### config.mk
export PLATFORM = sky130hd
export DESIGN_NAME = soc_regfile_controller
export DESIGN_NICKNAME = d
export VERILOG_FILES = /design/src/rtl/soc_regfile_controller_pkg.sv /design/src/rtl/soc_regfile_controller_cpu_stop_sync.sv /design/src/rtl/soc_regfile_controller.sv
export SDC_FILE = /design/constraint.sdc
export NUM_CORES = 1
export LEC_CHECK = 0
export ABC_AREA = 1
export CAP_MARGIN = 40
export CELL_PAD_IN_SITES_DETAIL_PLACEMENT = 0
export CELL_PAD_IN_SITES_GLOBAL_PLACEMENT = 2
export CORE_MARGIN = 2
export CORE_UTILIZATION = 27
export DETAILED_ROUTE_END_ITERATION = 10
export PLACE_DENSITY_LB_ADDON = 0.1
export REMOVE_ABC_BUFFERS = 1
export SETUP_SLACK_MARGIN = 0.3
export SYNTH_ARGS = -nofsm -noshare
export SYNTH_HDL_FRONTEND = slang
export SYNTH_SLANG_ARGS = --single-unit
### constraint.sdc
create_clock -name clk -period 4.4 [get_ports clk]
set_input_delay 1.32 -clock clk [delete_from_list [all_inputs] [get_ports clk]]
set_output_delay 1.32 -clock clk [all_outputs]
set_load 0.1 [all_outputs]
### src/rtl/soc_regfile_controller_pkg.sv
// Shared definitions for the SOC control module: host opcodes, FSM states and
// the default settle time after the core clock is gated.
package soc_regfile_controller_pkg;

   localparam int SETTLE_CYCLES_DEFAULT = 2;

   typedef enum logic [1:0] {
      OP_HALT  = 2'b00,
      OP_READ  = 2'b01,
      OP_WRITE = 2'b10,
      OP_DUMP  = 2'b11
   } op_e;

   typedef enum logic [3:0] {
      IDLE,
      STOP_WAIT,
      RD_ADDR,
      RD_CAP,
      WR,
      DUMP_ADDR,
      DUMP_CAP,
      RSP,
      RELEASE
   } state_e;

   // First state of each command once the core is frozen and settled.
   function automatic state_e op_state(input op_e op);
      state_e s;
      s = RSP;
      unique case (op)
         OP_HALT:  s = RSP;
         OP_READ:  s = RD_ADDR;
         OP_WRITE: s = WR;
         OP_DUMP:  s = DUMP_ADDR;
      endcase
      return s;
   endfunction

endpackage

### src/rtl/soc_regfile_controller_cpu_stop_sync.sv
// Core stop flop (falling edge, so the gated core clock never glitches) plus
// the settle counter that reports when the frozen core may be accessed.
module soc_regfile_controller_cpu_stop_sync #(
   parameter int SETTLE_CYCLES = 2
) (
   input  logic clk,
   input  logic rst,
   input  logic stop_req,
   output logic cm_cpu_stop,
   output logic settled
);

   localparam int CNT_W = $clog2(SETTLE_CYCLES + 1);
   localparam logic [CNT_W-1:0] CNT_MAX = CNT_W'(SETTLE_CYCLES);

   logic [CNT_W-1:0] settle_cnt;

   // NOTE: stop changes only while clk is low; the core computes clk & ~stop,
   // so a rising-edge flop here would chop a high phase into a runt pulse.
   always_ff @(negedge clk or negedge rst) begin
      if (!rst) cm_cpu_stop <= 1'b0;
      else      cm_cpu_stop <= stop_req;
   end

   // NOTE: sequential state uses non-blocking assignment so every flop samples
   // pre-edge values regardless of evaluation order.
   always_ff @(posedge clk or negedge rst) begin
      if (!rst)                       settle_cnt <= '0;
      else if (!stop_req)             settle_cnt <= '0;
      else if (settle_cnt != CNT_MAX) settle_cnt <= settle_cnt + 1'b1;
   end

   assign settled = (settle_cnt == CNT_MAX);

endmodule

### src/rtl/soc_regfile_controller.sv
// Responder-side control module: freezes the core, accesses its register file
// through the cm_* port and streams results back over a valid/ready channel.
module soc_regfile_controller
   import soc_regfile_controller_pkg::*;
#(
   parameter int DATA_WIDTH     = 32,
   parameter int REG_ADDR_WIDTH = 5,
   parameter int NUM_REGS       = 32,
   parameter int SETTLE_CYCLES  = SETTLE_CYCLES_DEFAULT
) (
   input  logic                      clk,
   input  logic                      rst,
   input  logic                      cmd_valid,
   output logic                      cmd_ready,
   input  logic [1:0]                cmd_op,
   input  logic [REG_ADDR_WIDTH-1:0] cmd_addr,
   input  logic [DATA_WIDTH-1:0]     cmd_wdata,
   input  logic                      cmd_release,
   output logic                      rsp_valid,
   input  logic                      rsp_ready,
   output logic [REG_ADDR_WIDTH-1:0] rsp_addr,
   output logic [DATA_WIDTH-1:0]     rsp_data,
   output logic                      rsp_last,
   output logic                      cpu_halted,
   output logic                      cm_cpu_stop,
   output logic                      cm_regfile_we,
   output logic [REG_ADDR_WIDTH-1:0] cm_read_write_regfile_addr,
   output logic [DATA_WIDTH-1:0]     cm_write_regfile_dat,
   input  logic [DATA_WIDTH-1:0]     cm_read_regfile_dat
);

   localparam logic [REG_ADDR_WIDTH-1:0] LAST_IDX = REG_ADDR_WIDTH'(NUM_REGS - 1);

   state_e                      state, state_next;
   op_e                         op_q;
   logic [REG_ADDR_WIDTH-1:0]   addr_q, idx_q, beat_addr;
   logic [DATA_WIDTH-1:0]       wdata_q, rsp_data_q;
   logic                        release_q, stop_req, wr_hold, settled;
   logic                        accept, dispatch;

   soc_regfile_controller_cpu_stop_sync #(
      .SETTLE_CYCLES(SETTLE_CYCLES)
   ) u_stop_sync (
      .clk        (clk),
      .rst        (rst),
      .stop_req   (stop_req),
      .cm_cpu_stop(cm_cpu_stop),
      .settled    (settled)
   );

   // Dump beats walk the index; single-register commands use the latched address.
   assign beat_addr = (op_q == OP_DUMP) ? idx_q : addr_q;

   assign cmd_ready                  = rst && (state == IDLE);
   assign rsp_valid                  = (state == RSP);
   assign rsp_last                   = rsp_valid && ((op_q != OP_DUMP) || (idx_q == LAST_IDX));
   assign rsp_addr                   = rsp_valid ? beat_addr : '0;
   assign rsp_data                   = rsp_valid ? rsp_data_q : '0;
   assign cm_regfile_we              = (state == WR) && !wr_hold;
   assign cm_read_write_regfile_addr = beat_addr;
   assign cm_write_regfile_dat       = wdata_q;

   always_ff @(posedge clk or negedge rst) begin
      if (!rst) state <= IDLE;
      else      state <= state_next;
   end

   // NOTE: every signal assigned here gets a default first, so no path can
   // leave it unassigned and infer a latch.
   always_comb begin
      state_next = state;
      accept     = 1'b0;
      dispatch   = 1'b0;
      unique case (state)
         IDLE: begin
            if (cmd_valid) begin
               accept = 1'b1;
               // Core still frozen from a previous command: no need to re-settle.
               if (stop_req && settled) begin
                  dispatch   = 1'b1;
                  state_next = op_state(op_e'(cmd_op));
               end else begin
                  state_next = STOP_WAIT;
               end
            end
         end
         STOP_WAIT: begin
            if (settled) begin
               dispatch   = 1'b1;
               state_next = op_state(op_q);
            end
         end
         RD_ADDR:   state_next = RD_CAP;
         RD_CAP:    state_next = RSP;
         WR:        if (wr_hold) state_next = RSP;
         DUMP_ADDR: state_next = DUMP_CAP;
         DUMP_CAP:  state_next = RSP;
         RSP: begin
            if (rsp_ready) begin
               if (!rsp_last)      state_next = DUMP_ADDR;
               else if (release_q) state_next = RELEASE;
               else                state_next = IDLE;
            end
         end
         RELEASE:   state_next = IDLE;
         default:   state_next = IDLE;
      endcase
   end

   always_ff @(posedge clk or negedge rst) begin
      if (!rst) begin
         op_q       <= OP_HALT;
         addr_q     <= '0;
         wdata_q    <= '0;
         release_q  <= 1'b0;
         stop_req   <= 1'b0;
         cpu_halted <= 1'b0;
         idx_q      <= '0;
         rsp_data_q <= '0;
         wr_hold    <= 1'b0;
      end else begin
         if (accept) begin
            op_q      <= op_e'(cmd_op);
            addr_q    <= cmd_addr;
            wdata_q   <= cmd_wdata;
            release_q <= cmd_release;
            stop_req  <= 1'b1;
         end
         if (dispatch) begin
            cpu_halted <= 1'b1;
            idx_q      <= '0;
            rsp_data_q <= '0;
         end
         wr_hold <= (state == WR) && !wr_hold;
         unique case (state)
            RD_CAP, DUMP_CAP: rsp_data_q <= cm_read_regfile_dat;
            WR:               rsp_data_q <= wdata_q;
            RSP:              if (rsp_ready && !rsp_last) idx_q <= idx_q + 1'b1;
            RELEASE: begin
               stop_req   <= 1'b0;
               cpu_halted <= 1'b0;
            end
            default: ;
         endcase
      end
   end

endmodule

==> results by group <==
Clock network
  – Post-CTS setup buffer count: 0
  – Post-cts resize count: 0
  – Worst-Skew Late Latency: between 0.3 and 0.4 ns
  – Deepest clock path buffer count: 2
  – CTS sink cnt: 87
  – Clk pin slew, worst setup/hold paths: about 0.070 ns
  – # hold bufs at CTS: 0
  – H-tree Lvls: 3
  – CTS root buf: clkbuf_16
  – Num CTS Buffers: 9
  – CTS tree: built

Status
  – Violated checks: setup timing
  – Outcome: finished with violations

Setup path
  – CP Buf/Inv Count: 1
  – Worst-path cell chain: buf_12
  – Worst-path maximum fanout: 1
  – CP arrival: about 3.2 ns
  – Setup crit end kind: output pin
  – Critical path's largest stage delay: 0.44 ns
  – Slowest cell on crit path: dfrtn_1
  – Required time of the critical path: around 3.1 ns
  – Crit Path Category: reg -> out
  – Worst setup SP type: flop
  – Top delay family on crit path: flip-flops

Synthesis
  – Sequential share of the synthesized area: between 50% and 60%
  – Area leader, netlist: dfrtp_1
  – #FFs+latches synth: 87
  – Library cells used by synthesis: 28
  – Dominant cells by area after synthesis: dfrtp_1, nand2_1, inv_1
  – Syn avg cell area: between 7 and 8 um^2
  – Syn Std Cell Area: 0.00432 mm^2
  – Gate Count Post-Synth: 544
  – Yosys warns: 0
  – Yosys top cell area share: between 40 and 50%

Detailed routing
  – Via density: 4.28
  – Via count: roughly 4000
  – DRT Wirelength: around 13 mm
  – Post-route ant nets: 0
  – 1st-iter DRT viols: 178
  – WL/cell: around 14 um
  – Initial DRT Pass Iterations: 4
  – DRC errors left: 0

STA
  – Final Hold Viols: 0
  – Max-slew violation count: 0
  – RSZ-0062 raised after global routing: yes
  – Clock skew: 0.00754 ns
  – Setup_tns: -0.0827 ns
  – Worst setup margin: -0.0827 ns
  – Slew HR: a little under half
  – Least-Margin Pin Slew: 0.821 ns
  – Final setup violation count: 1

Placement
  – IO Port Bufs: around 160
  – Detailed placement HPWL: 9.23 mm
  – GP Congestion: 0.734
  – Placed insts: around 930

Floorplan
  – Row cnt: 46
  – Die X: roughly 130 um
  – Starting density of the core: between 20 and 30%
  – IO Pins: 156
  – Die Height: around 130 um
  – DIE AREA: 0.0170 mm^2
  – Core area: between 0.015 and 0.02 mm^2

Global route
  – First-pass GRT wire length: about 21 mm
  – Vias in the first global route: 4035
  – Aggregate global routing overflow: 0
  – Largest net degree at the start of global routing: 50
  – Gr usage total: about 16%
  – Initial antenna violation count: 0

Finish
  – Area grow syn2layout: 57.0%
  – Share of layout cells above drive strength 1: ~16%
  – N_diodes: 0
  – Finished Layout Cells: 947
  – Most frequent cells in the layout: nand2_1, clkdlybuf4s50_1, dfrtp_1, inv_1, nor2_1
  – Most common cell after layout, fill and taps aside: nand2_1
  – Nets: between 800 and 900

Hold path
  – Hold Crit Class: reg -> reg

Flow run
  – Max_cap viols: 0
==> final timing paths <==
kind,startpoint,to,slack (ns),cells after the start
min reg2reg,wr_hold,wr_hold,0.46,1
min in group asynchronous,rst,wr_hold,0.76,1
max,u_stop_sync.cm_cpu_stop,cm_cpu_stop,-0.08,1
max reg2reg,stop_req,u_stop_sync.cm_cpu_stop,1.63,0
max in group asynchronous,rst,u_stop_sync.cm_cpu_stop,1.41,1
min,wr_hold,wr_hold,0.46,1
==> flip-flops by register name, indices dropped and copies added (netlist names) <==
register and count:
idx_q 5, release_q 1, cpu_halted 1, stop_req 1
state 4, addr_q 5, wr_hold 1, u_stop_sync.settle_cnt 2
op_q 2, cm_write_regfile_dat 32, u_stop_sync.cm_cpu_stop 1, rsp_data_q 32
==> Yosys cell counts <==
cell	count
nand2_1	193
dfrtp_1	86
inv_1	68
nor2_1	58
nand3_1	43
a22oi_1	32
o21ai_0	12
buf_2	8
buf_6	8
ha_1	8
nor2_2	4
buf_1	3
buf_4	3
or2_2	3
clkbuf_1	2
a21oi_4	1
dfrtn_1	1
inv_2	1
nand2_4	1
nand3_2	1
nor2_4	1
nor2_8	1
nor4_1	1
o21bai_1	1
o22ai_1	1
o31ai_1	1
xnor2_1	1
xor2_1	1
==> kinds of logic after synthesis <==
family                   after synthesis  synth area share [%]
adder cells (fa/ha/maj)                8                  2.32
AND/OR/NAND/NOR                      306                  29.1
XOR/XNOR                               2                 0.405
buffers and inverters                 93                  9.96
AO/OA/AOI/OAI                         48                  7.82
flip-flops                            87                  50.4
==> area by class of cell <==
type | count | area [um^2]
tap | 216 | 270
clock buffer | 12 | 256
multi-input combinational | 364 | 1720
clock inverter | 3 | 42.5
sequential | 87 | 2180
inverter | 69 | 259
timing repair buffer | 196 | 2060
fill | 1646 | 8980
==> per-stage QoR <==
stage	util, %	area (um^2)	hold WS [ns]	setup WS (ns)
final	43.0	6790	0.464	-0.0827
after global routing	43.0	6790	0.483	-0.121
after CTS	43.0	6790	0.461	-0.102
after detailed placement	41.1	6490	0.450	0.283
after global placement	37.6	5930	0.451	0.276
after floorplan	-	4150	0.437	-0.0687
==> metal layers <==
layer / track usage [%] / vias to the layer above / share of wire, %
li1: - / 2054 / -
met1: 21.6 / 1883 / 47
met2: 25.9 / 108 / 46
met3: 2.81 / 11 / 5.1
met4: 5.63 / 0 / 1.0
met5: 0 / - / 0
Power is left out: the tool's default activity adds up to more than one toggle a clock period on the data nets, which glitch-free logic cannot reach.
